**config.mk**
```make
export PLATFORM = sky130hd
export DESIGN_NAME = peripheral_motion_ctrl_nch
export DESIGN_NICKNAME = d
export VERILOG_FILES = /design/src/rtl/peripheral_motion_ctrl_nch.sv
export SDC_FILE = /design/constraint.sdc
export NUM_CORES = 1
export LEC_CHECK = 0
export ABC_AREA = 1
export BUFFER_PORTS_ARGS = -buffer_cell sky130_fd_sc_hd__buf_2
export CORE_ASPECT_RATIO = 1.1
export CORE_UTILIZATION = 55
export CTS_CLUSTER_DIAMETER = 50
export DETAILED_ROUTE_END_ITERATION = 16
export PLACE_DENSITY_LB_ADDON = 0.12
export SLEW_MARGIN = 40
export SYNTH_ARGS = -nofsm -noshare
export SYNTH_HDL_FRONTEND = slang
export SYNTH_SLANG_ARGS = --single-unit
export TNS_END_PERCENT = 100
```
**constraint.sdc**
```tcl
create_clock -name clk -period 2.66 [get_ports clk]
set_input_delay 0.532 -clock clk [delete_from_list [all_inputs] [get_ports clk]]
set_output_delay 0.532 -clock clk [all_outputs]
set_load 0.01 [all_outputs]
```
**src/rtl/peripheral_motion_ctrl_nch.sv**
```systemverilog
// Memory-mapped step/dir motion controller with NCH independent channels.
// Each channel emits a programmed number of step pulses at a programmed period on a shared tick.
module peripheral_motion_ctrl_nch #(
  parameter int unsigned NCH    = 2,
  parameter int unsigned ADDR_W = 4,
  parameter int unsigned PRESC  = 50
) (
  input  logic              clk,
  input  logic              rst,
  input  logic [15:0]       d_in,
  input  logic              cs,
  input  logic [ADDR_W-1:0] addr,
  input  logic              rd,
  input  logic              wr,
  output logic [15:0]       d_out,
  output logic [NCH-1:0]    step,
  output logic [NCH-1:0]    dir,
  output logic              irq
);

  localparam int unsigned ChW = ADDR_W - 2;
  localparam logic [1:0] RegCtrl   = 2'd0;
  localparam logic [1:0] RegPeriod = 2'd1;
  localparam logic [1:0] RegSteps  = 2'd2;
  localparam logic [1:0] RegStatus = 2'd3;

  typedef enum logic [1:0] {StIdle, StHigh, StLow} state_e;

  logic [15:0]           presc_q;
  logic                  tick;
  logic [ChW-1:0]        sel_ch;
  logic [1:0]            sel_reg;
  logic                  wr_en;
  logic                  rd_en;
  logic [NCH-1:0][15:0]  rd_data;
  logic [NCH-1:0]        done_vec;
  logic [15:0]           rd_mux;

  assign tick    = (presc_q == 16'(PRESC - 1));
  assign sel_ch  = addr[ADDR_W-1:2];
  assign sel_reg = addr[1:0];
  assign wr_en   = cs & wr;
  assign rd_en   = cs & rd;

  always_ff @(posedge clk) begin
    if (rst || tick) begin
      presc_q <= '0;
    end else begin
      presc_q <= presc_q + 16'd1;
    end
  end

  for (genvar i = 0; i < NCH; i++) begin : g_ch
    state_e      state_q, state_d;
    logic        sel, wr_ctrl, wr_period, wr_steps, rd_status;
    logic        start, stop, start_run, step_done, done_set;
    logic        ctrl_dir_q, dir_lat_q, done_r, abort_r;
    logic        ch_step, ch_busy, phase_end;
    logic [15:0] period_q, period_lat_q, steps_q, cnt_q;
    logic [15:0] half, low_len, phase_len;
    logic [15:0] ch_rd;

    assign sel       = (sel_ch == ChW'(i));
    assign wr_ctrl   = wr_en & sel & (sel_reg == RegCtrl);
    assign wr_period = wr_en & sel & (sel_reg == RegPeriod);
    assign wr_steps  = wr_en & sel & (sel_reg == RegSteps);
    assign rd_status = rd_en & sel & (sel_reg == RegStatus);
    // Stop has priority over start within one CTRL write.
    assign stop      = wr_ctrl & d_in[2];
    assign start     = wr_ctrl & d_in[0] & ~d_in[2];
    assign start_run = start & (state_q == StIdle) & (steps_q != 16'd0);

    assign half      = {1'b0, period_lat_q[15:1]};
    assign low_len   = period_lat_q - half;
    assign phase_len = (state_q == StHigh) ? half : low_len;
    assign phase_end = tick & ch_busy & ((cnt_q + 16'd1) == phase_len);
    assign step_done = (state_q == StLow) & phase_end & ~stop;
    assign done_set  = (step_done & (steps_q == 16'd1))
                     | (start & (state_q == StIdle) & (steps_q == 16'd0));

    always_ff @(posedge clk) begin
      if (rst) begin
        state_q <= StIdle;
      end else begin
        state_q <= state_d;
      end
    end

    always_comb begin
      state_d = state_q;
      case (state_q)
        StIdle:  if (start_run) state_d = StHigh;
        StHigh:  if (phase_end) state_d = StLow;
        StLow:   if (phase_end) state_d = (steps_q == 16'd1) ? StIdle : StHigh;
        default: state_d = StIdle;
      endcase
      if (stop) state_d = StIdle;
    end

    always_comb begin
      ch_step = (state_q == StHigh);
      ch_busy = (state_q != StIdle);
    end

    always_ff @(posedge clk) begin
      if (rst) begin
        ctrl_dir_q   <= 1'b0;
        dir_lat_q    <= 1'b0;
        period_q     <= 16'd2;
        period_lat_q <= 16'd2;
        steps_q      <= '0;
        cnt_q        <= '0;
        done_r       <= 1'b0;
        abort_r      <= 1'b0;
      end else begin
        if (wr_ctrl) ctrl_dir_q <= d_in[1];
        if (wr_period) period_q <= (d_in < 16'd2) ? 16'd2 : d_in;
        if (start_run) begin
          dir_lat_q    <= d_in[1];
          period_lat_q <= period_q;
          cnt_q        <= '0;
        end else if (ch_busy && tick) begin
          cnt_q <= phase_end ? 16'd0 : cnt_q + 16'd1;
        end
        // Remaining count is owned by the run while busy.
        if (wr_steps && !ch_busy) begin
          steps_q <= d_in;
        end else if (step_done) begin
          steps_q <= steps_q - 16'd1;
        end
        done_r  <= done_set | (done_r & ~rd_status);
        abort_r <= stop | (abort_r & ~rd_status);
      end
    end

    always_comb begin
      case (sel_reg)
        RegCtrl:   ch_rd = {15'b0, ctrl_dir_q};
        RegPeriod: ch_rd = period_q;
        RegSteps:  ch_rd = steps_q;
        default:   ch_rd = {13'b0, abort_r, done_r, ch_busy};
      endcase
    end

    assign rd_data[i]  = ch_rd;
    assign done_vec[i] = done_r;
    assign step[i]     = ch_step;
    assign dir[i]      = dir_lat_q;
  end

  always_comb begin
    rd_mux = '0;
    for (int unsigned k = 0; k < NCH; k++) begin
      if (sel_ch == ChW'(k)) rd_mux = rd_data[k];
    end
  end

  always_ff @(posedge clk) begin
    if (rst) begin
      d_out <= '0;
      irq   <= 1'b0;
    end else begin
      if (rd_en) d_out <= rd_mux;
      irq <= |done_vec;
    end
  end

endmodule

```
==> out/metrics.cfg, run 1 <==
[outcome]
status=finished, violations left
violations=setup timing

[timing]
worstMarginPinSlew_ns=0.764
skew_ns=0.0170
period_share_pct=102
fmax_mhz=367
rsz0062_at_grt=true
setup_slack_ns=-0.0639
final-setup-viol-count=25
drv_slew=0
max-slew-margin-rel_pct=49.0
timing.final.crit_period_ns=2.72
hold_viol=0

[floorplanning]
die_area_mm2=0.0224
start_util_pct=56.2
die_y_um=157
io_pins=46
rows=56
die_w_um=143
coreArea_mm2=0.0214

[route]
drc=0
final_antenna_net_count=0
wl_met3_um=2480
avgRoutedWirePerCell_um=15.7
wl_met1_um=16600
routed_wl_um=38600
via_count=13504
top_layer_used=met4
dr_wl_met2_um=17900
via_per_inst=5.50
dr.pass1.iters=6
drt-initial-drc-count=1132

[synthesis]
syn_inst=2002
synth_top_area_share_pct=28.8
synth.avg_cell_area_um2=6.00
synth_nets=2067
syn_area_mm2=0.0120
ys_top_cells_by_area=dfxtp_1, nand2_1, nand3_1
synth.largest_area_cell=dfxtp_1
synth.distinct_cells=49
synth_seq_cells=173
yosys_warnings=0
ys_seq_area_share_pct=28.8

[clock_tree]
cts_hold_buffers=0
clkTransAtPathRegs_ns=0.07
clockBufferDepth=2
cts_buffers=17
root_buffer=clkbuf_16
h-tree-depth=4
clk_latency_ns=0.44
cts.sinks=173
cts_tree=built

[final_layout]
drive_gt1_share_pct=22.1
syn_to_final_growth_pct=25.7
design_area_mm2=0.0151
fin_util_pct=70.6
finish.net_count=2217
antennaDiodeCount=0
fill_cells=1843

[grt]
grt.overflow.total=0
antenna_found_initial=0
grt_pass1_wl_um=58900
grtUsageTotal_pct=33.4
grt_pass1_vias=12010
grt_max_degree=48

[setup_path]
required_ns=2.95
start_kind=flop
worst-setup-path-type=flop to flop
crit_fanout=8
critPathCaptureType=flop
arrival_ns=3.02

[power_and_ir_drop]
p_total_mw=5.79
ir_drop_v=0.000521
p_leak_nw=7.26
p_per_area_mw_per_mm2=384

[min_path]
hold_class=input pin to flop

[placement]
io_buffer_count=45
dpl_cell_area_mm2=0.0134
routabilityCongestion=1.00
dpl.hpwl_um=28100

[flow_run]
maxCapViolCount=0

## worst max-delay path, stage by stage, from the launching register on
cell and delay, ns:
dfxtp_2 0.33, inv_2 0.05, ha_4 0.15, fa_2 0.34
inv_2 0.06, nand2_2 0.07, nand2_4 0.10, buf_4 0.11
nand2_1 0.04, nand2_1 0.06, nand3_2 0.07, nand3_2 0.08
nand3_1 0.09, nor3_2 0.20, nand3_2 0.12, nor2_4 0.17
buf_6 0.15, nand2_8 0.07, clkbuf_16 0.18, nand3_2 0.07
a21oi_2 0.06
## per-stage QoR
stage	std cells	setup WS, ns	setup TNS (ns)	hold WS, ns
finish	2455	-0.0639	-0.683	0.467
global route	2455	-0.243	-11.08	0.462
CTS	2446	-0.0692	-0.287	0.459
detailed placement	2409	-0.251	-10.89	0.467
global placement	2409	-0.182	-7.05	0.456
floorplan	2002	0.141	0	0.435
## synthesized netlist by cell type (all sizes together)
cell type / number
xnor2: 5
clkbuf: 40
a21o: 2
fa: 2
mux2i: 1
nor4: 8
ha: 38
nor2: 175
o21ai: 134
a22oi: 1
a221oi: 3
clkinv: 5
o21a: 2
a31oi: 3
or2: 4
and3: 1
buf: 24
o211ai: 3
inv: 310
dfxtp: 173
a21oi: 158
nand3: 237
o31ai: 2
nand2: 564
o22ai: 4
nor3b: 3
a22o: 5
xor2: 26
and2: 1
nand3b: 6
o221ai: 3
nor3: 21
o21bai: 10
nand4: 26
a32oi: 2
## layout make-up
class	instances	area [µm²]	area share, %
multi-input cells	1451	8000	53.0
flip-flops and latches	173	3490	23.1
clock inverters	12	136	0.904
well taps	290	363	2.40
inverters	315	1190	7.87
clock buffers	20	467	3.09
repair buffers	194	1450	9.58
## power by group
| group | total (mW) | internal, mW | switching (mW) | leakage [nW] |
|---|---|---|---|---|
| sequential | 2.62 | 2.60 | 0.0198 | 1.40 |
| combinational | 0.527 | 0.176 | 0.351 | 5.56 |
| clock | 2.64 | 1.41 | 1.23 | 0.294 |
| total | 5.79 | 4.19 | 1.60 | 7.26 |
## worst paths after layout
path,to,from,slack [ns],cells past startpoint
min reg2reg,g_ch[1].abort_r,g_ch[1].abort_r,0.48,2
max,g_ch[0].cnt_q[1],g_ch[0].period_lat_q[0],-0.06,20
max reg2reg,g_ch[0].cnt_q[1],g_ch[0].period_lat_q[0],-0.06,20
min,g_ch[0].period_q[6],d_in[6],0.47,3
## routing by layer
| metal | vias to the layer above | GRT usage [%] |
|---|---|---|
| met5 | - | 0 |
| met4 | 0 | 16.0 |
| met3 | 102 | 5.69 |
| met2 | 480 | 54.8 |
| met1 | 6174 | 42.4 |
| li1 | 6748 | - |
## state kept, by name (all words and copies together) (netlist names)
signal	count
g_ch.state_q	4
g_ch.abort_r	2
g_ch.ctrl_dir_q	2
g_ch.period_q	32
g_ch.period_lat_q	32
presc_q	16
irq	1
d_out	16
g_ch.steps_q	32
g_ch.cnt_q	32
g_ch.done_r	2
g_ch.dir_lat_q	2
## repair_timing
action                                  4_1_cts  5_1_grt
endpoints found under the setup margin       69       70
cloned                                        2        1
gates resized for setup                      60      179
buffers inserted                              3        8
pin swaps                                    26       63
## cells by family after synthesis
family                   Yosys count  synth area share [%]
adder cells (fa/ha/maj)           40                  4.29
XOR/XNOR                          31                  2.32
flip-flops                       173                  28.8
AO/OA/AOI/OAI                    332                  14.8
AND/OR/NAND/NOR                 1046                  37.4
multiplexers                       1                0.0834
buffers and inverters            379                  12.2
## cells in the final DEF, fill, tap and decap left out, types with 6 or more instances in the layout
cell type	synthesis	routed
nand2_1	556	511
buf_6	0	9
buf_2	12	45
nor2_2	10	19
a21oi_1	155	121
nand3_1	233	184
xor2_1	25	24
inv_1	284	273
nand2_2	7	47
clkbuf_16	0	18
nand4_1	26	26
dfxtp_2	0	15
nor4_1	8	8
nand3b_1	6	6
nor2_4	4	9
dfxtp_1	173	155
ha_4	0	15
inv_2	26	36
ha_1	38	23
buf_4	5	135
a21oi_2	3	36
nand3_4	1	12
o21bai_1	10	10
o21ai_0	133	132
nand3_2	3	41
nor3_1	21	17
nor2_1	161	147
Note: power is estimated with default switching activity, not from simulation.
==> run 2, diff against run 1 <==
--- a/config.mk
+++ b/config.mk
@@ -8,7 +8,7 @@
 export ABC_AREA = 1
 export BUFFER_PORTS_ARGS = -buffer_cell sky130_fd_sc_hd__buf_2
 export CORE_ASPECT_RATIO = 1.1
-export CORE_UTILIZATION = 55
+export CORE_UTILIZATION = 40
 export CTS_CLUSTER_DIAMETER = 50
 export DETAILED_ROUTE_END_ITERATION = 16
 export PLACE_DENSITY_LB_ADDON = 0.12
==> out/metrics.cfg, run 2 (same netlist as run 1, synthesis figures left out) <==
[min_path]
min_to=g_ch[0].period_q[0]  ; was g_ch[0].period_q[6]
hp-start=d_in[0]  ; was d_in[6]
hold_class=input pin to flop  ; unchanged
min_path_cells=3  ; unchanged

[power_and_ir_drop]
seqPwrFrac_pct=44.7  ; was 45.3%
intPower_mw=4.21  ; was 4.19 mW
comb_power_share_pct=8.9  ; was 9.1%
ir_drop_v=0.000364  ; was 0.000521 V
p_per_area_mw_per_mm2=385  ; was 384 mW/mm²
swShare_pct=28.1  ; was 27.6%
p_sw_mw=1.65  ; was 1.60 mW
p_total_mw=5.86  ; was 5.79 mW
p_clk_share_pct=46.4  ; was 45.6%
p_leak_nw=7.27  ; was 7.26 nW

[setup_path]
required_ns=3.04  ; was 2.95 ns
rr_endpoint=g_ch[1].steps_q[2]  ; was g_ch[0].cnt_q[1]
critical-path-top-cell-by-count=nand2_1  ; was nand3_2
cp-startpoint=g_ch[1].period_lat_q[1]  ; was g_ch[0].period_lat_q[0]
worst-setup-path-type=flop to flop  ; unchanged
critPathCaptureType=flop  ; unchanged
regToRegStartpoint=g_ch[1].period_lat_q[1]  ; was g_ch[0].period_lat_q[0]
arrival_ns=3.08  ; was 3.02 ns
path_depth=19  ; was 20
worst-path-buf-inv=1  ; was 5
reg2reg_slack_ns=-0.05  ; was -0.06 ns
start_kind=flop  ; unchanged
crit_family=simple AND/OR/NAND/NOR gates  ; unchanged
critical-path-slowest-cell=fa_2  ; unchanged
critical_path.cell_chain=ha_4 > fa_2 > nand2_2 > nand2_1 > nand2_1 > nand2_2 > nand2_1 > nor2_1 > nand3_1 > nor2_2 > nand2_1 > nor2_1 > nand2_1 > nor2_4 > nand3_4 > buf_6 > nand2_8 > nand2_1 > a21oi_1  ; was inv_2 > ha_4 > fa_2 > inv_2 > nand2_2 > nand2_4 > buf_4 > nand2_1 > nand2_1 > nand3_2 > nand3_2 > nand3_1 > nor3_2 > nand3_2 > nor2_4 > buf_6 > nand2_8 > clkbuf_16 > nand3_2 > a21oi_2
crit_fanout=8  ; unchanged
cpPeakStageDelay_ns=0.52  ; was 0.34 ns
rr_worst_depth=19  ; was 20

[grt]
grt_max_degree=99  ; was 48
antenna_found_initial=0  ; unchanged
grt_pass1_vias=12058  ; was 12.0k
grt.overflow.total=0  ; unchanged
grtUsageTotal_pct=25.6  ; was 33.4%
grt_pass1_wl_um=62000  ; was 58900 µm

[clock_tree]
root_buffer=clkbuf_16  ; unchanged
clockBufferDepth=2  ; unchanged
clk_latency_ns=0.45  ; was 0.44 ns
clkTransAtPathRegs_ns=0.07  ; about the same
cts_buffers=17  ; unchanged
cts_hold_buffers=0  ; unchanged
h-tree-depth=4  ; unchanged
cts.sinks=173  ; unchanged
cts_tree=built  ; unchanged

[final_layout]
finish.net_count=2217  ; unchanged
syn_to_final_growth_pct=26.8  ; was 25.7%
drive_gt1_share_pct=22.2  ; was 22.1%
layout.area.seq_mm2=0.00351  ; was 0.00349 mm²
multi_input_area_mm2=0.00799  ; was 0.00800 mm²
fill_cells=3026  ; was 1843
mostFrequentLayoutCell=nand2_1  ; unchanged
mostFrequentLayoutCells=nand2_1, inv_1, nand3_1  ; unchanged
antennaDiodeCount=0  ; unchanged

[timing]
skew_ns=0.0108  ; was 0.0170 ns
fmax_mhz=369  ; was 367 MHz
rsz0062_at_grt=true  ; unchanged
hold_viol=0  ; unchanged
period_share_pct=102  ; about the same
drv_slew=0  ; unchanged
hold_ws_ns=0.425  ; was 0.467 ns
setup_slack_ns=-0.0498  ; was -0.0639 ns
timing.final.crit_period_ns=2.71  ; was 2.72 ns
max-slew-margin-rel_pct=53.5  ; was 49.0%
final-setup-viol-count=16  ; was 25
worstMarginPinSlew_ns=0.691  ; was 0.764 ns

[route]
dr.pass1.iters=5  ; was 6
routed_wl_um=39800  ; was 38600 µm
drc=0  ; unchanged
via_per_inst=5.19  ; was 5.50
avgRoutedWirePerCell_um=15.7  ; about the same
via_count=13183  ; was 13.5k
drt-initial-drc-count=1019  ; was 1132
final_antenna_net_count=0  ; unchanged

[placement]
routabilityCongestion=0.938  ; was 1.00
io_buffer_count=45  ; unchanged
dpl.hpwl_um=29800  ; was 28100 µm

[floorplanning]
die_area_mm2=0.0307  ; was 0.0224 mm²
io_pins=46  ; unchanged
die_y_um=184  ; was 157 µm
start_util_pct=40.6  ; was 56.2%
rows=66  ; was 56
coreArea_mm2=0.0296  ; was 0.0214 mm²
die_w_um=167  ; was 143 µm

[outcome]
violations=setup timing  ; unchanged
status=finished, violations left  ; unchanged

[flow_run]
maxCapViolCount=0  ; unchanged

run 2: changes by cell type in the layout (fill, tap and decap cells not counted), moves of 3 or more:
cell | previous run | this run
a21oi_1 | 121 | 132
a21oi_2 | 36 | 26
buf_4 | 135 | 131
clkbuf_8 | 3 | 0
dfxtp_1 | 155 | 149
dfxtp_2 | 15 | 18
dfxtp_4 | 3 | 6
ha_1 | 23 | 16
ha_4 | 15 | 22
nand3_2 | 41 | 45
nand3_4 | 12 | 6
run 2: layout make-up:
class	count	share of cell area, %
Multi-Input combinational cell	1451	52.4
Clock buffer	17	2.79
Sequential cell	173	23.0
Clock inverter	15	1.23
Inverter	315	7.80
Tap cell	374	3.07
Timing Repair Buffer	194	9.62
run 2: per-layer routing:
| layer | track usage, % | wire [µm] | vias up | part of all wire, % |
|---|---|---|---|---|
| li1 | - | - | 6738 | - |
| met1 | 34.5 | 19100 | 6053 | 48 |
| met2 | 41.2 | 17700 | 323 | 44 |
| met3 | 3.79 | 1790 | 69 | 4.5 |
| met4 | 9.72 | 1260 | 0 | 3.2 |
| met5 | 0 | 0 | - | 0 |
run 2: worst max path at each step:
stage / end / slack [ns]
after floorplan: g_ch[1].steps_q[10] / 0.14
after global placement: g_ch[0].steps_q[9] / -0.17
after detailed placement: g_ch[0].cnt_q[11] / -0.20
after CTS: g_ch[0].steps_q[3] / -0.08
after global routing: g_ch[1].steps_q[0] / -0.26
final: g_ch[1].steps_q[2] / -0.05
run 2: stage by stage:
step	cell area (µm²)	setup WS (ns)	TNS, ns	util (%)	std cells
after global routing	15200	-0.258	-9.51	51.5	2539
after global placement	13500	-0.166	-5.42	45.6	2493
final	15200	-0.0498	-0.479	51.5	2539
after CTS	14500	-0.0835	-1.17	49.0	2534
after detailed placement	13500	-0.201	-8.99	45.6	2493
after floorplan	12000	0.141	0	-	2002
run 2: power groups by stage:
stage                     clock network, mW  registers (mW)  logic [mW]
after detailed placement                  0            2.68       0.480
after global placement                    0            2.68       0.478
after global routing                   2.86            2.62       0.579
after floorplan                           0            2.68       0.293
after CTS                              2.77            2.62       0.495
final                                  2.72            2.62       0.522
run 2: worst register-to-register path, stage by stage, from the launching register on:
cell     delay (ns)
dfxtp_4        0.36
ha_4           0.16
fa_2           0.53
nand2_2        0.05
nand2_1        0.06
nand2_1        0.07
nand2_2        0.06
nand2_1        0.05
nor2_1         0.10
nand3_1        0.11
nor2_2         0.10
nand2_1        0.06
nor2_1         0.09
nand2_1        0.09
nor2_4         0.15
nand3_4        0.16
buf_6          0.18
nand2_8        0.08
nand2_1        0.06
a21oi_1        0.13
run 2: repair_timing:
| item | in CTS | in global routing |
|---|---|---|
| resized for setup | 70 | 167 |
| pin swaps | 32 | 50 |
| cloned | 2 | 2 |
| setup buffers | 9 | 7 |
| setup endpoints to repair | 67 | 70 |
